--- src/rtl/delay_line_pkg.sv ---
// Shared types for the delay-line measurement slice.
// Holds the controller state encoding and a counter-width helper.
package delay_line_pkg;

   typedef enum logic [2:0] {
      IDLE   = 3'd0,
      ARM    = 3'd1,
      TRIG   = 3'd2,
      LISTEN = 3'd3,
      REPORT = 3'd4,
      HOLD   = 3'd5
   } meas_state_t;

   function automatic int cnt_w(input int max);
      return $clog2(max);
   endfunction

endpackage

--- src/rtl/hold_timer.sv ---
// Loadable down-counter; done is high while the count is zero.
// Ports: clk, n_reset, load, load_val -> done.
module hold_timer #(
   parameter int W = 6
) (
   input  logic         clk,
   input  logic         n_reset,
   input  logic         load,
   input  logic [W-1:0] load_val,
   output logic         done
);

   logic [W-1:0] cnt;

   always_ff @(posedge clk or negedge n_reset) begin
      if (!n_reset) begin
         cnt <= '0;
      end else if (load) begin
         cnt <= load_val;
      end else if (cnt != '0) begin
         cnt <= cnt - W'(1);
      end
   end

   assign done = (cnt == '0);

endmodule

--- src/rtl/delay_meas_ctrl.sv ---
// Delay-line measurement sequencer: trigger, listen, count, report.
// Ports: clk, n_reset, start, det_in, result_ready in;
//        busy, trig_out, det_n_reset, result_* out.
// Optional averaging over 2^AVG_LOG2 runs: define DELAY_MEAS_AVG_EN.
module delay_meas_ctrl
   import delay_line_pkg::*;
#(
   parameter  int MAX_CYCLES = 1024,
   parameter  int TRIG_LEN   = 4,
   parameter  int HOLDOFF    = 32,
   parameter  int AVG_LOG2   = 2,
   localparam int CNT_W      = cnt_w(MAX_CYCLES)
) (
   input  logic             clk,
   input  logic             n_reset,
   input  logic             start,
   output logic             busy,
   output logic             trig_out,
   output logic             det_n_reset,
   input  logic             det_in,
   output logic [CNT_W-1:0] result_data,
   output logic             result_timeout,
   output logic             result_valid,
   input  logic             result_ready
);

   localparam int TMAX = (HOLDOFF > TRIG_LEN) ? HOLDOFF : TRIG_LEN;
   localparam int TW   = cnt_w(TMAX) + 1;

   localparam logic [CNT_W-1:0] CNT_MAX = CNT_W'(MAX_CYCLES - 1);
   localparam logic [TW-1:0]    TRIG_LD = TW'(TRIG_LEN - 1);
   localparam logic [TW-1:0]    HOLD_LD = TW'(HOLDOFF - 1);

   if ((MAX_CYCLES & (MAX_CYCLES - 1)) != 0 || MAX_CYCLES < 8 ||
       TRIG_LEN < 1 || HOLDOFF < 1 || AVG_LOG2 < 0) begin : g_bad_cfg
      $error("delay_meas_ctrl: bad parameters");
   end

   meas_state_t      state;
   logic [CNT_W-1:0] cnt;
   logic             tmr_load;
   logic [TW-1:0]    tmr_val;
   logic             tmr_done;
   logic             hit;
   logic             ack;

   assign hit = (state == TRIG || state == LISTEN) && det_in;
   assign ack = (state == REPORT) && result_ready;

`ifdef DELAY_MEAS_AVG_EN
   localparam int ACC_W = CNT_W + AVG_LOG2;
   localparam logic [AVG_LOG2:0] RUN_LAST = (AVG_LOG2 + 1)'((1 << AVG_LOG2) - 1);

   logic [ACC_W-1:0]  acc;
   logic [ACC_W-1:0]  sum;
   logic [AVG_LOG2:0] run;
   logic              mid;

   assign sum = acc + ACC_W'(cnt);
   // An edge on any run but the last goes to HOLD instead of REPORT.
   assign mid = hit && (run != RUN_LAST);
   assign tmr_load = (state == ARM) || ack || mid;
`else
   assign tmr_load = (state == ARM) || ack;
`endif

   assign tmr_val = (state == ARM) ? TRIG_LD : HOLD_LD;

   hold_timer #(.W(TW)) u_tmr (
      .clk      (clk),
      .n_reset  (n_reset),
      .load     (tmr_load),
      .load_val (tmr_val),
      .done     (tmr_done)
   );

   always_ff @(posedge clk or negedge n_reset) begin
      if (!n_reset) begin
         state          <= IDLE;
         cnt            <= '0;
         result_data    <= '0;
         result_timeout <= 1'b0;
         result_valid   <= 1'b0;
         trig_out       <= 1'b0;
         busy           <= 1'b0;
         det_n_reset    <= 1'b0;
`ifdef DELAY_MEAS_AVG_EN
         acc            <= '0;
         run            <= '0;
`endif
      end else begin
         unique case (state)
            IDLE: begin
               if (start) begin
                  state       <= ARM;
                  busy        <= 1'b1;
                  det_n_reset <= 1'b1;
`ifdef DELAY_MEAS_AVG_EN
                  acc         <= '0;
                  run         <= '0;
`endif
               end
            end
            ARM: begin
               cnt      <= '0;
               state    <= TRIG;
               trig_out <= 1'b1;
            end
            TRIG, LISTEN: begin
               cnt <= cnt + CNT_W'(1);
               if (det_in) begin
                  trig_out <= 1'b0;
`ifdef DELAY_MEAS_AVG_EN
                  if (mid) begin
                     acc         <= sum;
                     run         <= run + 1'b1;
                     state       <= HOLD;
                     det_n_reset <= 1'b0;
                  end else begin
                     run            <= '0;
                     result_data    <= CNT_W'(sum >> AVG_LOG2);
                     result_timeout <= 1'b0;
                     result_valid   <= 1'b1;
                     state          <= REPORT;
                  end
`else
                  result_data    <= cnt;
                  result_timeout <= 1'b0;
                  result_valid   <= 1'b1;
                  state          <= REPORT;
`endif
               end else if (cnt == CNT_MAX) begin
                  trig_out       <= 1'b0;
                  result_data    <= CNT_MAX;
                  result_timeout <= 1'b1;
                  result_valid   <= 1'b1;
                  state          <= REPORT;
`ifdef DELAY_MEAS_AVG_EN
                  run            <= '0;
`endif
               end else if (state == TRIG && tmr_done) begin
                  trig_out <= 1'b0;
                  state    <= LISTEN;
               end
            end
            REPORT: begin
               if (result_ready) begin
                  result_valid <= 1'b0;
                  det_n_reset  <= 1'b0;
                  state        <= HOLD;
               end
            end
            HOLD: begin
               if (tmr_done) begin
`ifdef DELAY_MEAS_AVG_EN
                  // run is non-zero only between runs of one average.
                  if (run != '0) begin
                     state       <= ARM;
                     det_n_reset <= 1'b1;
                  end else begin
                     state <= IDLE;
                     busy  <= 1'b0;
                  end
`else
                  state <= IDLE;
                  busy  <= 1'b0;
`endif
               end
            end
            default: begin
               state <= IDLE;
               busy  <= 1'b0;
            end
         endcase
      end
   end

endmodule

--- config.mk ---
export PLATFORM = sky130hd
export DESIGN_NAME = delay_meas_ctrl
export DESIGN_NICKNAME = d
export VERILOG_FILES = /design/src/rtl/delay_line_pkg.sv /design/src/rtl/hold_timer.sv /design/src/rtl/delay_meas_ctrl.sv
export SDC_FILE = /design/constraint.sdc
export NUM_CORES = 1
export LEC_CHECK = 0
export ABC_CLOCK_PERIOD_IN_PS = 1600
export CORE_MARGIN = 2
export CORE_UTILIZATION = 50
export DETAILED_ROUTE_END_ITERATION = 10
export PLACE_DENSITY_LB_ADDON = 0.3
export SYNTH_ARGS = -nofsm -noshare
export SYNTH_HDL_FRONTEND = slang
export SYNTH_HIERARCHICAL = 1
export SYNTH_SLANG_ARGS = --single-unit
--- constraint.sdc ---
create_clock -name clk -period 1.6 [get_ports clk]
set_input_delay 0.4 -clock clk [delete_from_list [all_inputs] [get_ports clk]]
set_output_delay 0.4 -clock clk [all_outputs]
set_load 0.1 [all_outputs]
## Word-level counts from Yosys, hierarchy flattened

Cells that the tools add are included.

- Bits of input ports: 5
- Register bits after elaboration: 34

- Add/subtract/negate cells: 2
- Reductions and logical operators: 19
- Multiplexer cells: 26
- Equal/unequal tests: 11
- Bitwise logic cells: 1

Operators by type and width:

| operator | count |
|---|---|
| 10-bit 2-to-1 mux | 2 |
| 10-bit one-hot mux with 2 select lines | 1 |
| 3-bit 2-to-1 mux | 6 |
| 3-bit one-hot mux with 5 select lines | 1 |
| 6-bit 2-to-1 mux | 2 |
| 10-bit by 1-bit adder with 10-bit output, second input constant | 1 |
| 10-bit == test, second input constant | 1 |
| 2-bit nonzero test | 5 |
| 1-bit 2-to-1 mux | 9 |
| 3-bit AND reduction | 3 |
| 3-bit by 2-bit == test with 1-bit output, second input constant | 2 |
| 3-bit == test, second input constant | 2 |
| 6-bit zero test | 1 |
| 2-bit inequality test, second input constant | 3 |
| 1-bit one-hot mux with 2 select lines | 3 |
| 6-bit nonzero test | 1 |
| 6-bit by 1-bit subtractor with 6-bit output, second input constant | 1 |
| 5-bit 2-to-1 mux | 1 |
| 4-bit inequality test, second input constant | 1 |
| 2-bit AND reduction | 2 |
| 4-bit AND reduction | 1 |
| 4-bit OR reduction | 1 |
| 3-bit by 1-bit == test with 1-bit output, second input constant | 1 |
| 3-bit zero test | 1 |
| other kinds (6) | 7 |

## Logic depth before layout (Yosys ltp)

Gate-level depths: netlist (run 1).

- Depth after elaboration: 6
- Mapped depth: 8
- Gate-level depth less buffers: 7

## Cells and area by module

Netlist (run 1), hierarchy kept.

Modules (own cells, without submodules):

| module | instances | sequential area each (µm²) | cells an instance | area each (µm²) |
|---|---|---|---|---|
| delay_meas_ctrl | 1 | 700.7 | 162 | 1426.4 |
| hold_timer | 1 | 150.1 | 40 | 400.4 |

## Worst setup path before layout (run 1)

OpenSTA, ideal clock, no wires.

- Path kind: register -> register
- Start: register cnt[0] (netlist name)
- End: register result_valid
- Path buffers: 2
- Arrival time: 1.501 ns
- Period minus slack after synthesis: 1.625 ns
- Setup time: 0.124 ns
- Cell stages (with the launch flop): 8
- Path slack: -0.025 ns
- Path through: dfrtp_1 > ha_1 > and4_1 > buf_2 > nand4_1 > buf_4 > nor2_2 > a211o_1

RTL lines:

| item | RTL line | source |
|---|---|---|
| end signal: assignment | delay_meas_ctrl.sv:83 | `result_valid <= 1'b0;` |
| end signal: assignment | delay_meas_ctrl.sv:129 | `result_valid <= 1'b1;` |
| end signal: assignment | delay_meas_ctrl.sv:136 | `result_valid <= 1'b1;` |
| end: declaration | delay_meas_ctrl.sv:23 | `output logic result_valid,` |

## Final worst setup path (run 1)

- Start: input port result_ready
- End: register u_tmr.cnt[0]

- Cells in the longest elaborated chain, start to end: 3

RTL lines:

| item | RTL line | source |
|---|---|---|
| start: declaration | delay_meas_ctrl.sv:24 | `input logic result_ready` |
| 1-bit logical AND * | delay_meas_ctrl.sv:48 | `assign ack = (state == REPORT) && result_ready;` |
| 1-bit logical OR * | delay_meas_ctrl.sv:64 | `assign tmr_load = (state == ARM) \|\| ack;` |
| via tmr_load | delay_meas_ctrl.sv:41 | `logic tmr_load;` |
| 6-bit 2-to-1 mux / 2-bit nonzero test (equally long branches) | n/a |  |
| end signal: assignment | hold_timer.sv:19 | `cnt <= load_val;` |
| end signal: assignment | hold_timer.sv:21 | `cnt <= cnt - W'(1);` |
| end: declaration | hold_timer.sv:13 | `logic [W-1:0] cnt;` |

The timed path passes the listed nets; every way through them passes the cells marked *.
A chain may end at the register's enable or synchronous reset.

==> impl_metrics.json, run 1 <==
{
  "outcome": "finished, final reports clean",
  "final_cells": 284,
  "postLayoutSetupSlackWorst_ns": 0.0189,
  "dp.cells": 274,
  "drt-initial-drc-count": 163,
  "grt_pass1_wl_um": 7360,
  "min_period_ns": 1.58,
  "maxCapViolCount": 0,
  "ys_seq_area_share_pct": 46.6,
  "synthArstFlopShare_pct": 100,
  "insertion_delay_ns": 0.35,
  "cts_made_buffers": 5,
  "clockBufferDepth": 2,
  "routed_wl_um": 4430,
  "routed-via-count": 1625,
  "place.gp.congestion": 0.884,
  "core_area_um2": 3420,
  "ir_drop_mv": 1.38,
  "grtUsageTotal_pct": 23.0,
  "syn_area_um2": 1830,
  "synth.avg_cell_area_um2": 9.04,
  "fmaxAchievable_ghz": 0.632,
  "rows": 21,
  "final_cell_mix": "dfrtp_1, nand2_1, nor2_1, buf_4",
  "final.period_utilization_pct": 98.8,
  "m1WireLength_um": 1920,
  "drtPass1Iterations": 4,
  "total_power_mw": 5.14,
  "crit_type": "input pin to flip-flop",
  "required_ns": 1.84,
  "tns_ns": 0,
  "startpoint": "result_ready",
  "fin_worst_skew_ns": 0.00753,
  "power_density_nw_per_um2": 2110,
  "path_clk_slew_ns": 0.11,
  "utilization_pct": 71.2,
  "synth.distinct_cells": 52,
  "synth_warnings": 6,
  "n_antenna_cell": 0,
  "slowest_stage": "clkdlybuf4s50_1",
  "finalHoldViolations": 0,
  "portBuffers": 19,
  "syn_to_final_growth_pct": 33.2,
  "cts_tree": "yes",
  "met3_length_um": 228,
  "startpoint_type": "input pin",
  "num-nets-final": 245,
  "critPathMaxStageDelay_ns": 0.48,
  "synth-edff-count": 0,
  "postRouteAntennaNets": 0,
  "via_per_inst": 5.72,
  "ctsHoldBuffers": 0,
  "hold_slack_ns": 0.422,
  "hpwl_um": 3170,
  "die-area_um2": 4150,
  "top_layer": "met4",
  "ioPinCount": 20,
  "ys_ff_latch": 34,
  "ctsHtreeMaxLevel": 2,
  "setup_viol": 0,
  "final_common_cell": "dfrtp_1",
  "grt_start_max_net_pins": 35,
  "fillCellCount": 258,
  "cp_common_cell": "nor2_1",
  "met2RoutedLength_um": 2140,
  "drc": 0,
  "start_util_pct": 53.5,
  "leakagePower_nw": 1.07,
  "cp_data_arrival_time_ns": 1.82,
  "placed_area_um2": 2330,
  "overflow": 0,
  "antenna_found_initial": 0,
  "syn_inst": 202,
  "wl_per_cell_um": 15.6,
  "crit_fanout": 12,
  "hp-class": "input pin to async pin",
  "place_ws_ns": -0.279,
  "drive_gt1_share_pct": 24.4,
  "design_area_um2": 2430,
  "die_w_um": 64.4,
  "crit_path_end_kind": "flip-flop",
  "ys.flop_type": "dfrtp_1",
  "crit_chain": "clkdlybuf4s50_1 > nor2b_1 > a21oi_1 > nor2_1 > buf_4 > nor2_1 > a221oi_1",
  "worstReg2RegStart": "state[2]",
  "cts.root.buffer_cell": "clkbuf_4",
  "grt_pass1_vias": 1610,
  "die_h_um": 64.4,
  "cts_sinks": 34,
  "drv_slew": 0
}
## cell type report
class	count	area (um^2)	area share [%]
Clock buffer	7	55.1	2.26
Clock inverter	1	5.00	0.206
Sequential cell	34	852	35.0
Inverter	5	18.8	0.771
Tap cell	46	57.6	2.37
Timing Repair Buffer	40	527	21.6
Multi-Input combinational cell	151	918	37.7
## Yosys cell counts (2+ instances only)
cell	instances	area share, %
nor2b_1	4	1.4
o31ai_1	3	1.2
nand4_1	2	0.68
o21ai_1	3	0.82
nand3b_1	9	3.7
nand2_1	20	4.1
nand2b_1	4	1.4
ha_1	3	2.1
conb_1	2	0.41
a21oi_1	17	4.7
nor2_1	18	3.7
nand3_1	8	2.2
a22o_1	2	0.96
o21ai_0	20	5.5
clkbuf_1	8	1.6
dfrtp_1	34	47
xnor2_1	3	1.4
inv_1	5	1.0
nor2_2	2	0.68
buf_2	3	0.82
## state kept, by name, summed over array words and instances, names as in the netlist
| name | flops |
|---|---|
| state | 3 |
| result_data | 10 |
| result_valid | 1 |
| trig_out | 1 |
| result_timeout | 1 |
| u_tmr/cnt | 6 |
| busy | 1 |
| cnt | 10 |
| det_n_reset | 1 |
## worst max-delay path, delay by kind of cell
kind,cells,cell delay (ns)
simple gates,3,0.35
buf+inv,2,0.67
compound gates,2,0.40
## kinds of logic after synthesis
kind of cell               synth area share (%)
and+or+nand+nor                            24.5
AOI/OAI and AO/OA                          19.5
DFF                                        46.6
buffers and inverters                      4.52
xor gates and xnor gates                   1.92
adders and majority gates                  2.06
other                                     0.411
muxes                                     0.548
## power breakdown
part	internal [mW]	switching, mW	total [mW]	leakage (nW)
sequential	1.14	0.360	1.50	0.428
clock	0.213	0.304	0.517	0.0353
combinational	1.23	1.89	3.12	0.609
total	2.59	2.55	5.14	1.07
## repair_timing
| action | in CTS | in global routing |
|---|---|---|
| gates cloned | 0 | 0 |
| buffers inserted | 0 | 2 |
| gates resized for setup | 1 | 9 |
| pin swaps | 0 | 2 |
| endpoints found under the setup margin | 2 | 6 |
| hold endpoints to repair | 0 | 0 |
## path summary, 6_finish.rpt
| check | end | slack (ns) | depth (start not counted) |
|---|---|---|---|
| max | u_tmr/cnt[0] | 0.02 | 7 |
| min | cnt[8] | 0.42 | 2 |
| max reg2reg | u_tmr/cnt[1] | 0.03 | 7 |
| min reg2reg | cnt[6] | 0.54 | 1 |
| max in group asynchronous | state[0] | 0.99 | 2 |
| min in group clk | cnt[6] | 0.54 | 1 |
## per-layer routing
layer | global-route usage [%] | up-vias
li1 | - | 784
met1 | 28.7 | 766
met2 | 37.6 | 58
met3 | 4.69 | 17
met4 | 12.5 | 0
met5 | 0 | -
No activity file was read; power rests on OpenSTA's default activity.
==> run 2, diff against run 1 <==
Settings changed: CTS_BUF_LIST from default to sky130_fd_sc_hd__clkbuf_8.
==> impl_metrics.json, run 2 (synthesized netlist as in run 1, its figures left out) <==
{
  "utilization_pct": 71.8,
  "multi_input_comb_area_um2": 915,
  "drt-initial-drc-count": 150,
  "num-nets-final": 244,
  "crit_path_end_kind": "flip-flop",
  "failed_checks": "negative setup slack",
  "cellInternalPower_mw": 2.70,
  "ir_drop_mv": 1.41,
  "startpoint_type": "input pin",
  "path_clk_slew_ns": 0.07,
  "fin_worst_skew_ns": 0.00778,
  "outcome": "complete, but fails checks",
  "drtPass1Iterations": 4,
  "rows": 21,
  "design_area_um2": 2450,
  "core_area_um2": 3420,
  "final.period_utilization_pct": 109,
  "ioPinCount": 20,
  "seqCellArea_um2": 851,
  "wl_per_cell_um": 15.8,
  "total_power_mw": 5.26,
  "fillCellCount": 248,
  "grt_pass1_wl_um": 7380,
  "reg2reg_slack_ns": -0.07,
  "antenna_found_initial": 0,
  "place.gp.congestion": 0.884,
  "tns_ns": -0.208,
  "grt_pass1_vias": 1594,
  "die_w_um": 64.4,
  "pwr-share-clk_pct": 12.4,
  "n_antenna_cell": 0,
  "min_period_ns": 1.74,
  "syn_to_final_growth_pct": 34.2,
  "leakagePower_nw": 1.08,
  "final_common_cell": "dfrtp_1",
  "hpwl_um": 3170,
  "cts.root.buffer_cell": "clkbuf_8",
  "hp-class": "input pin to async pin",
  "cts_tree": "yes",
  "grt_start_max_net_pins": 35,
  "grtUsageTotal_pct": 23.2,
  "via_per_inst": 5.82,
  "cp_data_arrival_time_ns": 1.90,
  "placed_area_um2": 2330,
  "start_util_pct": 53.5,
  "fmaxAchievable_ghz": 0.576,
  "clockBufferDepth": 2,
  "postLayoutSetupSlackWorst_ns": -0.137,
  "reg_top3": "cnt (10), result_data (10), u_tmr/cnt (6)",
  "drive_gt1_share_pct": 23.2,
  "rsz0062_at_grt": "yes",
  "setup_viol": 2,
  "crit_fanout": 12,
  "drc": 0,
  "overflow": 0,
  "required_ns": 1.77,
  "pwr-share-seq_pct": 28.6,
  "die-area_um2": 4150,
  "pwr-share-comb_pct": 59.0,
  "die_h_um": 64.4,
  "switching_share_pct": 48.6,
  "cts_made_buffers": 5,
  "postRouteAntennaNets": 0,
  "routed-via-count": 1648,
  "insertion_delay_ns": 0.29,
  "portBuffers": 19,
  "ctsHtreeMaxLevel": 2,
  "routed_wl_um": 4470,
  "power_density_nw_per_um2": 2150,
  "p_sw_mw": 2.56,
  "final_cell_mix": "dfrtp_1, nand2_1, o21ai_0",
  "crit_type": "input pin to flip-flop",
  "finalHoldViolations": 0,
  "drv_slew": 0,
  "maxCapViolCount": 0,
  "cts_sinks": 34
}
[run 2: changes by cell type in the layout (fill, tap and decap cells not counted), sizes merged]
cell	change
buf	-1
clkbuf	-1
inv	+1
[run 2: power by group through the flow]
stage	Combinational, mW	Sequential [mW]	Clock, mW
global placement	2.92	1.47	0
global route	3.30	1.54	0.704
floorplan	1.06	2.32	0
CTS	3.06	1.49	0.671
finish	3.11	1.50	0.653
detailed placement	3.04	1.49	0
[run 2: final cells by class]
type | instances | area share [%]
Multi-Input combinational cell | 151 | 37.3
Clock inverter | 2 | 0.357
Inverter | 5 | 0.765
Clock buffer | 6 | 3.37
Timing Repair Buffer | 39 | 21.2
Tap cell | 46 | 2.35
Sequential cell | 34 | 34.7
[run 2: path summary, 6_finish.rpt]
check | to | depth (start not counted) | startpoint
worst max-delay path | u_tmr/cnt[0] | 7 | result_ready
min in group clk | cnt[6] | 1 | cnt[6]
worst min register to register | cnt[6] | 1 | cnt[6]
max in group asynchronous | state[0] | 2 | n_reset
worst max register to register | u_tmr/cnt[0] | 6 | state[0]
worst min-delay path | result_data[2] | 2 | n_reset
[run 2: per-layer routing]
metal,routed length (um),part of all wire [%],track usage (%)
met3,240,5.4,4.86
met1,1870,42,29.6
met2,2200,49,37.6
met4,157,3.5,11.7
met5,0,0,0
[run 2: what timing repair did]
action	4_1_cts	5_1_grt
pin swaps	0	2
hold buffers	0	0
buffers inserted	0	1
gates resized for setup	1	5
endpoints found under the setup margin	2	4
[run 2: through the flow]
stage	cells	hold slack, ns	setup WS (ns)
after floorplan	203	0.104	0.0172
after global placement	274	0.504	-0.182
after detailed placement	274	0.522	-0.279
after CTS	282	0.494	0.0253
after global routing	283	0.502	-0.158
final	283	0.488	-0.137
[run 2: worst max-delay path, cell delays in order]
cell,delay (ns)
clkdlybuf4s50_1,0.48
nor2b_1,0.17
a21oi_1,0.10
nor2_1,0.13
buf_4,0.20
nor2_1,0.08
a221oi_1,0.34
